## src/rtl/sat_counter.sv

```systemverilog
// Saturating up-counter.
// Counts inc_i pulses and sticks at the all-ones value instead of wrapping.
// A synchronous clear wins over increment.
// Ports:
//   clk    - clock, rising edge
//   rst_n  - asynchronous active-low reset, clears the count
//   inc_i  - increment request for this cycle
//   clr_i  - synchronous clear
//   cnt_o  - current count, W bits
module sat_counter #(
   parameter int W = 8
) (
   input  logic         clk,
   input  logic         rst_n,
   input  logic         inc_i,
   input  logic         clr_i,
   output logic [W-1:0] cnt_o
);

   logic [W-1:0] cnt_q;
   logic [W-1:0] cnt_d;

   // Next count: clear first, then increment unless already at the ceiling
   always_comb begin
      cnt_d = cnt_q;
      if (clr_i) begin
         cnt_d = '0;
      end else if (inc_i && (cnt_q != {W{1'b1}})) begin
         cnt_d = cnt_q + W'(1);
      end
   end

   // Count register
   always_ff @(posedge clk or negedge rst_n) begin
      if (!rst_n) begin
         cnt_q <= '0;
      end else begin
         cnt_q <= cnt_d;
      end
   end

   assign cnt_o = cnt_q;

endmodule

```

## config.mk

```make
export PLATFORM = sky130hd
export DESIGN_NAME = sat_counter
export DESIGN_NICKNAME = d
export VERILOG_FILES = /design/src/rtl/sat_counter.sv
export SDC_FILE = /design/constraint.sdc
export NUM_CORES = 1
export LEC_CHECK = 0
export BUFFER_PORTS_ARGS = -buffer_cell sky130_fd_sc_hd__buf_4
export CORE_ASPECT_RATIO = 0.9
export CORE_MARGIN = 4
export CORE_UTILIZATION = 25
export DETAILED_ROUTE_END_ITERATION = 8
export PLACE_DENSITY = 0.48
export RECOVER_POWER = 50
export SETUP_SLACK_MARGIN = 0.5
export SYNTH_ARGS = -nofsm -noshare
export SYNTH_HDL_FRONTEND = slang
export SYNTH_SLANG_ARGS = --single-unit
```

## constraint.sdc

```tcl
create_clock -name clk -period 1.9 [get_ports clk]
set_input_delay 0.38 -clock clk [delete_from_list [all_inputs] [get_ports clk]]
set_output_delay 0.38 -clock clk [all_outputs]
set_load 0.005 [all_outputs]
```

Word level (Yosys, flattened, before mapping)
Index checks and enable logic that the tools add are counted.

Flip-flop bits (word level): 8. Output and inout bits: 8. Word-level logic and storage cells: 7.

Add/subtract/negate cells: 1. Eq/ne operators: 1. Mux-type cells: 2. Reduce and logical (&&, ||, !) cells: 2.

Operators by type and width (number): two-way mux 8 bit (2); adder 8 x 1 -> 8 bit (second input constant) (1); != test 8 bit (second input constant) (1); nonzero test 2 bit (1); logical AND 1 bit (1).

Depth between registers and ports, before layout
Depth in word-level cells: 4. Gate-level depth with buffers: 4. Mapped depth without buffers: 4.

Worst setup path before layout
No wires, ideal clock.

Path type: reg2reg. Start: register cnt_q[0] (netlist: cnt_o[0]). End: register cnt_q[0] (netlist: cnt_o[0]). Data arrival time: 1.480 ns. Setup slack: 0.296 ns. Cell stages (with the launch flop): 5. Cells stage by stage: dfrtp_1 -> ha_1 -> and4_2 -> a21boi_1 -> mux2_2.

Word-level cells in the longest chain between the ends: 3. Elaborated cells on any way between the ends: 6. Classes of those cells: add/sub: 1; eq/ne: 1; mux: 2; reduce/logical: 2.

Ends and longest elaborated chain: from (decl) (line 20) `logic [W-1:0] cnt_q;`; from (signal assigned) (line 38) `cnt_q <= cnt_d;`; adder 8 x 1 -> 8 bit or != test 8 bit (tied branches) (line 29, 28); two-way mux 8 bit or logical AND 1 bit (tied branches) (line 28) `end else if (inc_i && (cnt_q != {W{1'b1}})) begin`; two-way mux 8 bit or nonzero test 2 bit (tied branches).

Several ways; a longest one is shown, not always the timed one. The select of a mux whose other input is x is not followed. A chain may end at the register's enable or synchronous reset.

Final worst setup path
Start: register cnt_q[1] (netlist: cnt_o[1]). End: register cnt_q[3] (netlist: cnt_o[3]).

The elaborated chain is that of the path after synthesis.

==> results.tsv <==
metric	value	unit
outcome	finished, final reports clean	
RSZ-0062 raised after global routing	yes	
Max Root-Sink Buffers	2	
die height	48.9	um
post-detailed-route wirelength per cell	12.7	um
final clock period utilization by the worst path	73.1	%
VDD IR-drop max	0.000314	V
number of standard cells in the layout, taps in and fillers out	91	
largest net degree at the start of global routing	12	
number of flip-flops in the largest register	8	
top post-synthesis cells by count	sky130_fd_sc_hd__dfrtp_1 (8), sky130_fd_sc_hd__nor3_1 (4), sky130_fd_sc_hd__a21oi_1 (3), sky130_fd_sc_hd__nand2b_1 (3), sky130_fd_sc_hd__nor2b_1 (3)	
total congestion overflow after global routing	0	
maximum fanout count along the critical path	5	
Residual DRC	0	
net load switching power	0.0000865	W
DPL Wire Length	744	um
combinational power share	14.2	%
post-layout worst setup margin	0.511	ns
leakage	0.288	nW
tightest hold margin	0.374	ns
wire length of the first global-routing pass	1920	um
Synth async-reset ratio	100	%
crit path cell chain	ha_4 > and4_4 > a21oi_2 > mux2_4	
initial antenna violation count	0	
total of warnings raised by yosys	0	
boundary pin count	12	
fillcell total	173	
Post-Syn Area per Cell	9.47	sq um
largest area contributor in the netlist	sky130_fd_sc_hd__dfrtp_1	
Min-Delay Path Class	input port to flop	
worst endpoint data arrival time	1.52	ns
vias in the first global route	416	
crit path time final	1.39	ns
delay of the slowest cell on the worst path	0.42	ns
leading cell types by total area after synthesis	sky130_fd_sc_hd__dfrtp_1 (43%), sky130_fd_sc_hd__mux2_2 (4.9%), sky130_fd_sc_hd__nor3_1 (4.3%)	
WL final	1150	um
number of detailed-route iterations in the first pass	4	
power share of the clock group	36.1	%
average via count per standard cell	4.98	
largest clock skew in the final design	0.00500	ns
cell count of the worst hold path	2	
htree depth	1	
Core Footprint	0.00172	sq mm
Placement Setup Slack	0.397	ns
normalized max-slew margin	69.3	%
Cell Pwr Density	533	mW/mm^2
starting DRC count in detailed routing	7	
share of cells above drive strength 1	41.8	%
most numerous cell in the Yosys netlist	sky130_fd_sc_hd__dfrtp_1	
portion of the post-synthesis area used by sequential elements	43.1	%
TritonCTS clock tree	done	
number of CTS-inserted buffers	3	
worst setup path class	flop to flop	
kind of launch point of the worst setup path	flop	
number of sinks driven by the clock tree	8	
via count	453	
clock latency reported for the late side of the worst-skew pair	0.25	ns
width of the chip	53.4	um
starting utilization of the core area	27.0	%
endpoint type of the worst setup path	flop	
final setup violation count	0	
main flop type after synthesis	sky130_fd_sc_hd__dfrtp_1	
die area	0.00261	sq mm
master of the slowest instance on the critical path	sky130_fd_sc_hd__dfrtp_2	
final count of pins violating max slew	0	
number of I/O port buffers	11	
number of register bits inferred by synthesis	8	
total routing usage reported by global routing	10.1	%
overall power after layout	0.000362	W
switching share of power	23.9	%
Synthesized Nets	54	
final estimated routing congestion in global placement	0.715	
number of placed cells counting well taps	82	
Maximum Capacitance Violations	0	
Area growth, synth to finish	46.4	%
Post-DRT Antenna Nets	0	
post-synth design cell area	464	sq um
Crit path required time	2.03	ns
area share of the leading cell type in the synthesized netlist	43.1	%
Register-to-Register Path Depth	4	
number of synthesized flops with an enable pin	0	
Slew @ Worst Pin	0.460	ns
distinct cell type count after synthesis	28	
sequential cell fraction of total power	49.7	%
n_diodes	0	
NumNets Final	74	
CTS root buf	sky130_fd_sc_hd__clkbuf_4	
internal power summed over all cells	0.000276	W
cell count after synthesis	49	
Core Rows	14	
Final Hold Violating Endpoints	0	
peak clock frequency supported by timing	720	MHz
CTS clk-pin slew, worst paths	0.06	ns
setup_tns	0	ns
timing repair:
item / in CTS / in global routing
pin swaps: 1 / 2
setup buffers: 3 / 2
endpoints found under the setup margin: 2 / 3
hold buffers: 1 / 0
endpoints found under the hold margin: 8 / 0
resized for setup: 5 / 3
cells in the final DEF, fill, tap and decap left out:
cell                            instances
sky130_fd_sc_hd__clkbuf_4               6
sky130_fd_sc_hd__and4_4                 1
sky130_fd_sc_hd__inv_1                  2
sky130_fd_sc_hd__nor2_1                 2
sky130_fd_sc_hd__and3_1                 1
sky130_fd_sc_hd__dlygate4sd3_1          1
sky130_fd_sc_hd__mux2i_1                1
sky130_fd_sc_hd__nor3b_1                1
sky130_fd_sc_hd__a211oi_1               1
sky130_fd_sc_hd__buf_4                 12
sky130_fd_sc_hd__clkbuf_1               1
sky130_fd_sc_hd__or3_1                  1
sky130_fd_sc_hd__nand4_1                1
sky130_fd_sc_hd__a31oi_1                1
sky130_fd_sc_hd__mux2_4                 2
sky130_fd_sc_hd__nor4_1                 1
sky130_fd_sc_hd__nand3_2                1
sky130_fd_sc_hd__a41oi_1                1
sky130_fd_sc_hd__dfrtp_1                6
sky130_fd_sc_hd__and4_1                 1
sky130_fd_sc_hd__nor2b_1                3
sky130_fd_sc_hd__a21boi_4               1
sky130_fd_sc_hd__ha_4                   1
sky130_fd_sc_hd__nor3_1                 4
sky130_fd_sc_hd__nand3_1                2
sky130_fd_sc_hd__nand2b_1               3
sky130_fd_sc_hd__nand2_1                2
sky130_fd_sc_hd__a21oi_2                1
sky130_fd_sc_hd__dfrtp_2                2
sky130_fd_sc_hd__a2111oi_2              1
sky130_fd_sc_hd__o21ai_0                1
sky130_fd_sc_hd__a21oi_1                2
layer usage:
layer	GRT usage (%)	wire [um]	up-vias
met1	12.5	540	219
li1	-	-	221
met4	2.55	0	0
met5	0	0	-
met3	7.03	83	0
met2	14.1	529	13
per-stage QoR:
stage | utilization (%) | instance area, sq um
finish | 39.6 | 679
detailed placement | 33.7 | 579
global placement | 33.7 | 579
floorplan | - | 475
CTS | 38.3 | 658
global route | 39.6 | 679
power by group through the flow:
stage / Combinational (W) / Clock, W / Sequential [W]
final: 0.0000513 / 0.000131 / 0.000180
after global routing: 0.0000584 / 0.000149 / 0.000181
after CTS: 0.0000508 / 0.000142 / 0.000180
after detailed placement: 0.0000374 / 0 / 0.000184
after global placement: 0.0000383 / 0 / 0.000183
after floorplan: 0.0000195 / 0 / 0.000183
worst max-delay path, delay by kind of cell, from the launching register on:
kind | cells | cell delay [ns]
compound gates | 1 | 0.16
fa+ha+maj | 1 | 0.18
flops | 1 | 0.42
mux | 1 | 0.31
simple gates | 1 | 0.20
logic make-up (layout without fill, tap and decap cells):
family / after synthesis / in the layout / share of synthesized area (%)
buffers and inverters: 4 / 22 / 3.50
and+or+nand+nor: 24 / 24 / 31.0
DFF: 8 / 8 / 43.1
AOI/OAI and AO/OA: 9 / 9 / 12.7
muxes: 3 / 3 / 7.01
adders and majority gates: 1 / 1 / 2.69
path summary, 6_finish.rpt:
check | start | end | slack [ns]
setup / recovery | cnt_o[1] | cnt_o[3] | 0.51
hold / removal | clr_i | cnt_o[7] | 0.37
setup reg to reg | cnt_o[1] | cnt_o[3] | 0.51
hold reg to reg | cnt_o[7] | cnt_o[7] | 0.58
max in group asynchronous | rst_n | cnt_o[1] | 0.97
min in group asynchronous | rst_n | cnt_o[7] | 0.58
area by class of cell:
type | count | area [sq um] | share of cell area [%]
inverter | 2 | 7.51 | 1.10
timing repair buffer | 17 | 126 | 18.6
tap | 24 | 30.0 | 4.42
multi-input combinational | 37 | 290 | 42.7
sequential | 8 | 203 | 29.8
clock buffer | 3 | 22.5 | 3.31
Note: power is estimated with default switching activity, not from simulation.
